$ cat src/rtl/id_forward_ctrl.sv
// ID-stage forwarding and load-use hazard controller. A shadow pipeline of
// EX/MEM/WB destination info drives the operand-select codes, stall and IF/ID flush.
module id_forward_ctrl (
  input  logic        clk,
  input  logic        rst,
  input  logic        hold,
  input  logic        id_valid,
  input  logic [4:0]  id_rs,
  input  logic [4:0]  id_rt,
  input  logic        id_uses_rs,
  input  logic        id_uses_rt,
  input  logic [4:0]  id_dst,
  input  logic        id_reg_write,
  input  logic        id_mem_read,
  input  logic        Branch_or_Jump,
  output logic [1:0]  red1_select_signal,
  output logic [1:0]  red2_select_signal,
  output logic        stall,
  output logic        flush_if_id,
  output logic [15:0] stall_count
);

  typedef struct packed {
    logic       valid;
    logic [4:0] dst;
    logic       reg_write;
    logic       mem_read;
  } shadow_t;

  localparam logic [1:0] SEL_RF  = 2'b00;
  localparam logic [1:0] SEL_EX  = 2'b01;
  localparam logic [1:0] SEL_MEM = 2'b10;
  localparam logic [1:0] SEL_WB  = 2'b11;

  shadow_t ex_q, mem_q, wb_q;
  shadow_t ex_next;

  logic rs_ex_hit, rs_mem_hit, rs_wb_hit;
  logic rt_ex_hit, rt_mem_hit, rt_wb_hit;

  function automatic logic hit(input shadow_t s, input logic [4:0] r);
    return s.valid && s.reg_write && (s.dst == r) && (r != 5'd0);
  endfunction

  // A load in EX never forwards; its data first appears at the MEM output,
  // so an EX load hit falls through to the MEM/WB terms.
  function automatic logic [1:0] pick_sel(input logic use_src, input logic ex_hit,
                                          input logic ex_load, input logic mem_hit,
                                          input logic wb_hit);
    logic [1:0] sel;
    sel = SEL_RF;
    if (!use_src)               sel = SEL_RF;
    else if (ex_hit && !ex_load) sel = SEL_EX;
    else if (mem_hit)           sel = SEL_MEM;
    else if (wb_hit)            sel = SEL_WB;
    return sel;
  endfunction

  always_comb begin
    rs_ex_hit  = hit(ex_q,  id_rs);
    rs_mem_hit = hit(mem_q, id_rs);
    rs_wb_hit  = hit(wb_q,  id_rs);
    rt_ex_hit  = hit(ex_q,  id_rt);
    rt_mem_hit = hit(mem_q, id_rt);
    rt_wb_hit  = hit(wb_q,  id_rt);

    stall = id_valid && ex_q.mem_read &&
            ((id_uses_rs && rs_ex_hit) || (id_uses_rt && rt_ex_hit));

    red1_select_signal = pick_sel(id_valid && id_uses_rs, rs_ex_hit, ex_q.mem_read,
                                  rs_mem_hit, rs_wb_hit);
    red2_select_signal = pick_sel(id_valid && id_uses_rt, rt_ex_hit, ex_q.mem_read,
                                  rt_mem_hit, rt_wb_hit);

    // The branch compare is meaningless while its operand is still in flight.
    flush_if_id = Branch_or_Jump && !stall && id_valid;

    ex_next = '0;
    if (id_valid && !stall) begin
      ex_next.valid     = 1'b1;
      ex_next.dst       = id_dst;
      ex_next.reg_write = id_reg_write;
      ex_next.mem_read  = id_mem_read;
    end
  end

  always_ff @(posedge clk) begin
    if (rst) begin
      ex_q        <= '0;
      mem_q       <= '0;
      wb_q        <= '0;
      stall_count <= 16'd0;
    end else if (!hold) begin
      wb_q  <= mem_q;
      mem_q <= ex_q;
      ex_q  <= ex_next;
      if (stall && (stall_count != 16'hFFFF))
        stall_count <= stall_count + 16'd1;
    end
  end

endmodule

$ cat config.mk
export PLATFORM = sky130hd
export DESIGN_NAME = id_forward_ctrl
export DESIGN_NICKNAME = d
export VERILOG_FILES = /design/src/rtl/id_forward_ctrl.sv
export SDC_FILE = /design/constraint.sdc
export NUM_CORES = 1
export LEC_CHECK = 0
export ABC_CLOCK_PERIOD_IN_PS = 4200
export CAP_MARGIN = 30
export CORE_ASPECT_RATIO = 1.25
export CORE_MARGIN = 5
export CORE_UTILIZATION = 42
export CTS_BUF_LIST = sky130_fd_sc_hd__clkbuf_8
export DETAILED_ROUTE_END_ITERATION = 8
export GPL_ROUTABILITY_DRIVEN = 0
export PLACE_DENSITY = 0.68
export SETUP_SLACK_MARGIN = 0.5
export SKIP_CTS_REPAIR_TIMING = 1
export SYNTH_ARGS = -nofsm -noshare
export SYNTH_HDL_FRONTEND = slang
export SYNTH_SLANG_ARGS = --single-unit
$ cat constraint.sdc
create_clock -name clk -period 4.2 [get_ports clk]
set_clock_uncertainty 0.2 [all_clocks]
set_input_delay 0.63 -clock clk [delete_from_list [all_inputs] [get_ports clk]]
set_output_delay 0.63 -clock clk [all_outputs]
set_load 0.01 [all_outputs]
==> results of run 1 <==
==> worst register-to-register path, delay by kind of cell, from the launching register on <==
family,cells,cell delay [ns]
simple gates,3,0.94
buf+inv,1,0.22
compound gates,1,0.21
mux,1,0.35
flops,1,0.45
xor+xnor,1,0.13
==> cells by family (layout without fill, tap and decap cells) <==
family,count (synthesis),in the layout,synth area share
AND/OR/NAND/NOR,99,99,0.268
flip-flops,38,38,0.364
AO/OA/AOI/OAI,37,37,0.117
XOR/XNOR,32,32,0.134
multiplexers,17,17,0.0826
buffers and inverters,13,60,0.0287
adder cells (fa/ha/maj),1,1,0.00599
==> state kept, by name (all words and copies together), names as in the netlist <==
register and cells:
mem_q 7, stall_count 16, wb_q 7, ex_q 8
==> cells in the mapped netlist (all sizes together) <==
cell type,number
dfxtp,38
nor2,27
xnor2,24
mux2i,15
a21oi,13
nand2,13
or4,10
nand3,8
nand4,8
xor2,8
a22o,7
o21ai,7
or3,7
inv,5
nor4,5
and2,4
buf,4
clkbuf,4
nand2b,4
nor2b,4
nor3,4
o31ai,4
and3,3
mux2,2
nor3b,2
o211ai,2
a21o,1
a31oi,1
ha,1
o21a,1
o32ai,1
==> power by group through the flow <==
stage / Sequential, mW / Combinational [mW] / Clock (mW)
floorplan: 0.379 / 0.0437 / 0
global placement: 0.381 / 0.0804 / 0
detailed placement: 0.382 / 0.0814 / 0
CTS: 0.373 / 0.0816 / 0.319
global route: 0.374 / 0.0914 / 0.340
finish: 0.373 / 0.0833 / 0.313
==> per-stage QoR <==
| stage | util | hold slack [ns] | cells | power [mW] |
|---|---|---|---|---|
| floorplan | - | 0.241 | 237 | 0.422 |
| global placement | 0.541 | 0.254 | 337 | 0.462 |
| detailed placement | 0.541 | 0.262 | 337 | 0.463 |
| CTS | 0.564 | 0.279 | 344 | 0.774 |
| global route | 0.573 | 0.339 | 344 | 0.805 |
| finish | 0.573 | 0.276 | 344 | 0.770 |
==> path summary, 6_finish.rpt <==
check | start | end | slack (ns)
hold reg to reg | ex_q[7] | ex_q[7] | 0.28
hold / removal | ex_q[7] | ex_q[7] | 0.28
setup / recovery | id_rt[3] | flush_if_id | 0.53
setup reg to reg | ex_q[2] | stall_count[11] | 1.61
==> cell type report <==
class | count | area (sq um)
clock buffers | 6 | 82.6
clock inverters | 1 | 30.0
fillers | 438 | 2050
inverters | 5 | 18.8
multi-input cells | 186 | 1300
flip-flops and latches | 38 | 761
well taps | 60 | 75.1
repair buffers | 48 | 483
==> metal layers <==
metal | vias up | wire length (um)
met5 | - | 0
met4 | 0 | 110
met3 | 9 | 278
met2 | 51 | 2510
met1 | 852 | 2120
li1 | 942 | -
==> qor.csv, run 1 <==
stage,metric,value,unit
outcome,status,finished clean,
clocking,root_buffer,clkbuf_8,
power,p_seq_frac,0.485,
run,cap_violations,0,
sta,fin_crit_sh,0.875,
sta,setup_violations,0,
sta,fin_setup_tns,0,ns
finish,diodes,0,
global_route,grt_pass1_wl,8420,um
worst_setup_path,critPathMaxStageDelay,0.57,ns
power,p_int,600,uW
worst_setup_path,cp_max_fo,5,
floorplan,io_pins,46,
placed_design,hpwl,3900,um
worst_setup_path,critPathLaunchType,input pin,
route,drt_first_iter_violations,113,
route,viasPerCell,5.39,
worst_setup_path,cp_num_buf_inv,2,
worst_hold_path,hold_class,register to register,
route,drt-wirelength-per-cell,14.6,um
sta,hold_viol_final,0,
placed_design,port-buffer-count,45,
worst_setup_path,worst_ep_required_time,3.37,ns
clocking,cts_buffers,5,
clocking,clockBufferDepth,2,
floorplan,fp.dieH,88.9,um
floorplan,num_rows,28,
finish,layout.cells.most_common,clkdlybuf4s50_1,
power,netSwitchingFraction,0.221,
clocking,path_clk_slew,0.07,ns
global_route,use_met3,0.0364,
yosys,ys_types,39,
finish,stdcell_area,0.00275,sq mm
power,switchingPower,170,uW
clocking,cts_sinks,38,
global_route,grt_max_degree,26,
power,clkPwrFrac,0.407,
sta,fmax,272,MHz
route,route.vias.total,1854,
floorplan,start_util,0.435,
sta,rsz0062_at_grt,yes,
sta,finalWorstSetupSlack,0.526,ns
worst_setup_path,reg2reg_depth,7,
finish,final_nets,309,
yosys,synth_area,0.00209,sq mm
global_route,grt_antenna_before_repair,0,
clocking,clock_latency,0.28,ns
route,antenna_left,0,
worst_setup_path,path_cells,"clkdlybuf4s50_1, or4_4, nor2_4, or4_1, o32ai_1, nor2_1, clkdlybuf4s50_1",
floorplan,core_area,0.00480,sq mm
global_route,gr-total-overflow,0,
yosys,synth_top_area_frac,0.364,
yosys,netlist_instances,237,
clocking,htree_num_levels,2,
yosys,syn_nets,262,
floorplan,die_x,73.1,um
global_route,grt_usage,0.167,
sta,slew_viol_final,0,
worst_setup_path,path_class,input pin to primary output,
global_route,first_global_vias,1845,
yosys,yosysSeqAreaShare,0.364,
clocking,cts_tree,built,
power,leakage,1.01,nW
placed_design,dpl_worst_slack,0.338,ns
worst_setup_path,worstPathArrival,2.84,ns
power,power.density,280,mW/mm^2
yosys,synth_top_cell_by_area,dfxtp_1,
yosys,avgSynthCellArea,8.82,sq um
placed_design,placed_cell_area,0.00260,sq mm
global_route,met1_usage,0.191,
finish,drive_gt1_frac,0.0704,
yosys,ys_warn_count,0,
sta,tightest_slew,0.569,ns
sta,finalCriticalPeriod,3.67,ns
finish,synthToLayoutAreaGrowth,31.6,%
global_route,busiest_layer,met2,
worst_setup_path,critPathSlowestCell,or4_4,
finish,final_cell_mix,"clkdlybuf4s50_1, dfxtp_1, nor2_1",
power,p_comb_frac,0.108,
sta,maxSlewHeadroom,0.619,
global_route,gr-usage-met2,0.297,
worst_setup_path,critPathTopFamily,simple AND/OR/NAND/NOR gates,
route,postRouteWirelength,5030,um
worst_setup_path,cp-end-kind,primary output,
floorplan,die_area,0.00649,sq mm
worst_setup_path,crit_cells,7,
yosys,synth_seq_cells,38,
route,drt-pass1-iter-count,4,
worst_setup_path,path_common_cell,clkdlybuf4s50_1,
yosys,synthTopCellsByArea,"dfxtp_1, xnor2_1, mux2i_1",
route,post-route-drc-count,0,
worst_hold_path,min_delay_path_depth,1,
power,max-vdd-ir-drop,0.196,mV
Note: power is estimated with default switching activity, not from simulation.
==> run 2, diff against run 1 <==
--- a/config.mk
+++ b/config.mk
@@ -9,11 +9,12 @@
 export CAP_MARGIN = 30
 export CORE_ASPECT_RATIO = 1.25
 export CORE_MARGIN = 5
-export CORE_UTILIZATION = 42
+export CORE_UTILIZATION = 53
 export CTS_BUF_LIST = sky130_fd_sc_hd__clkbuf_8
 export DETAILED_ROUTE_END_ITERATION = 8
 export GPL_ROUTABILITY_DRIVEN = 0
-export PLACE_DENSITY = 0.68
+export HOLD_SLACK_MARGIN = 0.15
+export PLACE_DENSITY = 0.83
 export SETUP_SLACK_MARGIN = 0.5
 export SKIP_CTS_REPAIR_TIMING = 1
 export SYNTH_ARGS = -nofsm -noshare
==> run 2 against run 1 <==
Flip-flop and latch count stayed put. Highest routed layer unchanged. Wire length increased by 0.54%. Sequential share of layout area down 0.14 points. Combinational power shrank 1%. Final area up 0.50%.
==> qor.csv, run 2 (synthesis gave the netlist of run 1 again) <==
stage,metric,value,unit,change
worst_setup_path,cp_max_fo,4,,was 5
floorplan,io_pins,46,,unchanged
sta,setup_violations,0,,unchanged
global_route,grt_max_degree,25,,was 26
clocking,htree_num_levels,2,,unchanged
placed_design,port-buffer-count,45,,unchanged
clocking,clockBufferDepth,2,,unchanged
route,drt-wirelength-per-cell,14.9,um,was 14.6 um
sta,fmax,271,MHz,was 272 MHz
finish,synthToLayoutAreaGrowth,32.3,%,was 31.6%
clocking,cts_buffers,5,,unchanged
worst_setup_path,worstPathArrival,2.86,ns,was 2.84 ns
finish,final_cell_mix,"clkdlybuf4s50_1, dfxtp_1, nor2_1",,unchanged
sta,tightest_slew,0.814,ns,was 0.569 ns
sta,slew_viol_final,0,,unchanged
route,viasPerCell,5.68,,was 5.39
outcome,status,finished clean,,unchanged
sta,maxSlewHeadroom,0.457,,was 0.619
finish,final_nets,308,,was 309
worst_setup_path,path_class,input pin to primary output,,unchanged
placed_design,dpl.cell_count,330,,was 337
worst_hold_path,hold_class,register to register,,unchanged
finish,regMostFlops,stall_count,,unchanged
route,antenna_left,0,,unchanged
floorplan,num_rows,25,,was 28
global_route,grt_pass1_wl,8360,um,was 8420 um
power,max-vdd-ir-drop,0.208,mV,was 0.196 mV
global_route,first_global_vias,1890,,was 1845
floorplan,die_area,0.00531,sq mm,was 0.00649 sq mm
route,postRouteWirelength,5050,um,was 5030 um
global_route,grt_antenna_before_repair,0,,unchanged
finish,fin_cells,338,,was 344
floorplan,core_area,0.00378,sq mm,was 0.00480 sq mm
finish,diodes,0,,unchanged
finish,nFillCells,301,,was 438
route,route.vias.total,1921,,was 1854
sta,rsz0062_at_grt,yes,,unchanged
route,drt_first_iter_violations,129,,was 113
route,post-route-drc-count,0,,unchanged
global_route,grt_usage,0.203,,was 0.167
global_route,gr-total-overflow,0,,unchanged
power,leakage,1.02,nW,was 1.01 nW
clocking,path_clk_slew,0.07,ns,about the same
sta,finalCriticalPeriod,3.69,ns,was 3.67 ns
finish,ff_latch_area,761,sq um,unchanged
floorplan,fp.dieH,80.2,um,was 88.9 um
route,drt-pass1-iter-count,4,,unchanged
power,power.density,304,mW/mm^2,was 280 mW/mm^2
worst_setup_path,critPathLaunchType,input pin,,unchanged
finish,layout.cells.most_common,clkdlybuf4s50_1,,unchanged
worst_setup_path,worst_ep_required_time,3.37,ns,about the same
finish,drive_gt1_frac,0.0704,,unchanged
clocking,clock_latency,0.29,ns,was 0.28 ns
finish,largest_reg_flops,16,,unchanged
finish,reg.largest.list,"stall_count (16), ex_q (8)",,unchanged
worst_setup_path,cp-end-kind,primary output,,unchanged
floorplan,start_util,0.552,,was 0.435
floorplan,die_x,66.2,um,was 73.1 um
sta,fin_setup_tns,0,ns,unchanged
sta,hold_viol_final,0,,unchanged
clocking,cts_tree,built,,unchanged
finish,multi_input_area,0.00130,sq mm,about the same
clocking,root_buffer,clkbuf_8,,unchanged
clocking,cts_sinks,38,,unchanged
sta,fin_crit_sh,0.879,,was 0.875
placed_design,hpwl,3890,um,was 3900 um
run,cap_violations,0,,unchanged
run 2: layout make-up:
type                            instances  area share
Inverter                                5     0.00679
Clock inverter                          2      0.0217
Tap cell                               54      0.0244
Multi-Input combinational cell        186       0.469
Sequential cell                        38       0.275
Timing Repair Buffer                   47       0.173
Clock buffer                            6      0.0299
run 2: where the power goes:
part | internal [mW] | switching (mW)
registers | 0.365 | 0.00776
logic | 0.0440 | 0.0384
clock network | 0.253 | 0.130
run 2: through the flow:
stage	hold WS (ns)	cell area (sq um)	power, mW	utilization	setup WS [ns]
floorplan	0.241	2090	0.422	-	1.52
global placement	0.261	2580	0.460	0.682	0.444
detailed placement	0.290	2580	0.462	0.682	0.417
CTS	0.300	2720	0.842	0.720	0.416
global route	0.316	2760	0.874	0.730	0.372
finish	0.295	2760	0.839	0.730	0.508
run 2: worst paths after layout:
path	start	end	slack, ns	cells past startpoint
setup / recovery	id_rt[1]	flush_if_id	0.51	7
hold / removal	stall_count[9]	stall_count[9]	0.30	2
setup reg to reg	ex_q[2]	stall_count[11]	1.58	6
hold reg to reg	stall_count[9]	stall_count[9]	0.30	2
run 2: worst max-delay path: stages:
cell             delay, ns
clkdlybuf4s50_1       0.63
xnor2_1               0.18
nand2_1               0.07
or4_1                 0.52
o32ai_1               0.27
nor2_1                0.08
clkdlybuf4s50_1       0.49
run 2: routing by layer:
layer	wire, um	track usage
met5	0	0
met4	174	0.106
met3	265	0.0378
met2	2570	0.363
met1	2040	0.221
==> run 3, diff against run 2 <==
--- a/config.mk
+++ b/config.mk
@@ -15,6 +15,7 @@
 export GPL_ROUTABILITY_DRIVEN = 0
 export HOLD_SLACK_MARGIN = 0.15
 export PLACE_DENSITY = 0.83
+export RECOVER_POWER = 25
 export SETUP_SLACK_MARGIN = 0.5
 export SKIP_CTS_REPAIR_TIMING = 1
 export SYNTH_ARGS = -nofsm -noshare
==> run 3 against run 2 <==
Worst setup slack better by 0.0095 ns. Global-route usage unchanged. First-iteration DRC count decreased by 2.3%. Die area did not move. Sequential power is essentially flat. Non-clock buffer count unchanged. Final cell count did not move. Count of clock-buffer cells in the layout did not move. Highest routed layer unchanged.
==> qor.csv, run 3 (synthesis gave the netlist of run 1 again) <==
stage,metric,value,unit,change
floorplan,num_rows,25,,unchanged
global_route,grt_antenna_before_repair,0,,unchanged
placed_design,placed_cell_area,0.00258,sq mm,unchanged
finish,final_cell_mix,"dfxtp_1, clkdlybuf4s50_1, nor2_1",,"was clkdlybuf4s50_1, dfxtp_1, nor2_1"
finish,final_nets,308,,unchanged
finish,synthToLayoutAreaGrowth,32.3,%,unchanged
worst_setup_path,path_class,input pin to primary output,,unchanged
power,clkPwrFrac,0.458,,was 0.457
sta,fin_crit_sh,0.877,,was 0.879
sta,finalWorstSetupSlack,0.517,ns,was 0.508 ns
finish,reg.largest.list,"stall_count (16), ex_q (8)",,unchanged
worst_setup_path,worstPathArrival,2.85,ns,was 2.86 ns
global_route,grt_max_degree,25,,unchanged
floorplan,io_pins,46,,unchanged
floorplan,die_x,66.2,um,unchanged
route,drt-wirelength-per-cell,14.9,um,about the same
finish,diodes,0,,unchanged
route,antenna_left,0,,unchanged
power,p_int,663,uW,about the same
finish,regMostFlops,stall_count,,unchanged
worst_setup_path,critPathLaunchType,input pin,,unchanged
clocking,clockBufferDepth,2,,unchanged
clocking,htree_num_levels,2,,unchanged
route,post-route-drc-count,0,,unchanged
worst_setup_path,cp-end-kind,primary output,,unchanged
finish,multi_input_area,0.00130,sq mm,unchanged
global_route,first_global_vias,1890,,unchanged
run,cap_violations,0,,unchanged
floorplan,core_area,0.00378,sq mm,unchanged
placed_design,hpwl,3890,um,unchanged
outcome,status,finished clean,,unchanged
global_route,grt_pass1_wl,8360,um,unchanged
finish,fin_cells,338,,unchanged
power,netSwitchingFraction,0.211,,was 0.210
worst_setup_path,worst_ep_required_time,3.37,ns,about the same
sta,setup_violations,0,,unchanged
clocking,cts_sinks,38,,unchanged
worst_hold_path,hold_class,register to register,,unchanged
route,viasPerCell,5.67,,was 5.68
placed_design,dpl_worst_slack,0.417,ns,unchanged
finish,ff_latch_area,761,sq um,unchanged
worst_setup_path,rrSetupSlack,1.58,ns,about the same
sta,finalCriticalPeriod,3.68,ns,was 3.69 ns
floorplan,start_util,0.552,,unchanged
clocking,path_clk_slew,0.07,ns,about the same
power,p_seq_frac,0.445,,about the same
power,p_total,840,uW,was 839 uW
global_route,gr-total-overflow,0,,unchanged
floorplan,die_area,0.00531,sq mm,unchanged
clocking,cts_buffers,5,,unchanged
finish,nFillCells,301,,unchanged
clocking,root_buffer,clkbuf_8,,unchanged
route,route.vias.total,1915,,was 1921
power,leakage,1.03,nW,was 1.02 nW
sta,hold_viol_final,0,,unchanged
finish,stdcell_area,0.00276,sq mm,unchanged
global_route,grt_usage,0.203,,unchanged
finish,drive_gt1_frac,0.0704,,unchanged
route,postRouteWirelength,5040,um,was 5050 um
sta,tightest_slew,0.811,ns,was 0.814 ns
clocking,clock_latency,0.29,ns,about the same
power,power.density,304,mW/mm^2,about the same
clocking,cts_tree,built,,unchanged
sta,fin_setup_tns,0,ns,unchanged
sta,maxSlewHeadroom,0.459,,was 0.457
power,max-vdd-ir-drop,0.208,mV,about the same
route,drt_first_iter_violations,126,,was 129
sta,hold_ws,0.296,ns,was 0.295 ns
finish,largest_reg_flops,16,,unchanged
floorplan,fp.dieH,80.2,um,unchanged
sta,fmax,272,MHz,was 271 MHz
sta,rsz0062_at_grt,yes,,unchanged
power,switchingPower,177,uW,was 176 uW
worst_setup_path,cp_max_fo,4,,unchanged
finish,fin_util,0.730,,unchanged
placed_design,dpl.cell_count,330,,unchanged
placed_design,port-buffer-count,45,,unchanged
route,drt-pass1-iter-count,4,,unchanged
power,p_comb_frac,0.098,,about the same
sta,slew_viol_final,0,,unchanged
run 3: path summary, 6_finish.rpt:
path	startpoint	cells after the start	to
setup / recovery	id_rt[1]	7	flush_if_id
hold / removal	stall_count[9]	2	stall_count[9]
setup reg to reg	ex_q[2]	6	stall_count[11]
hold reg to reg	stall_count[9]	2	stall_count[9]
run 3: cell type report:
class	instances	share of cell area
inverter	5	0.00679
clock buffer	6	0.0299
clock inverter	2	0.0217
sequential	38	0.275
timing repair buffer	47	0.173
multi-input combinational	186	0.469
tap	54	0.0244
run 3: power groups by stage:
stage	registers [mW]	logic [mW]	clock network, mW
6_report	0.373	0.0822	0.384
5_1_grt	0.374	0.0899	0.411
4_1_cts	0.373	0.0810	0.388
3_5_place_dp	0.382	0.0808	0
3_3_place_gp	0.381	0.0786	0
2_1_floorplan	0.379	0.0437	0
run 3: critical path, cell delays in order:
cell             delay [ns]
clkdlybuf4s50_1        0.63
xnor2_1                0.18
nand2_1                0.07
or4_1                  0.52
o32ai_1                0.27
nor2_1                 0.07
clkdlybuf4s50_1        0.49
run 3: per-layer routing:
layer  up-vias  global-route usage  share of wire
met4         0               0.106          0.035
met1       883               0.221           0.40
met3        21              0.0378          0.052
met2        66               0.363           0.51
met5         -                   0              0
li1        945                   -              -
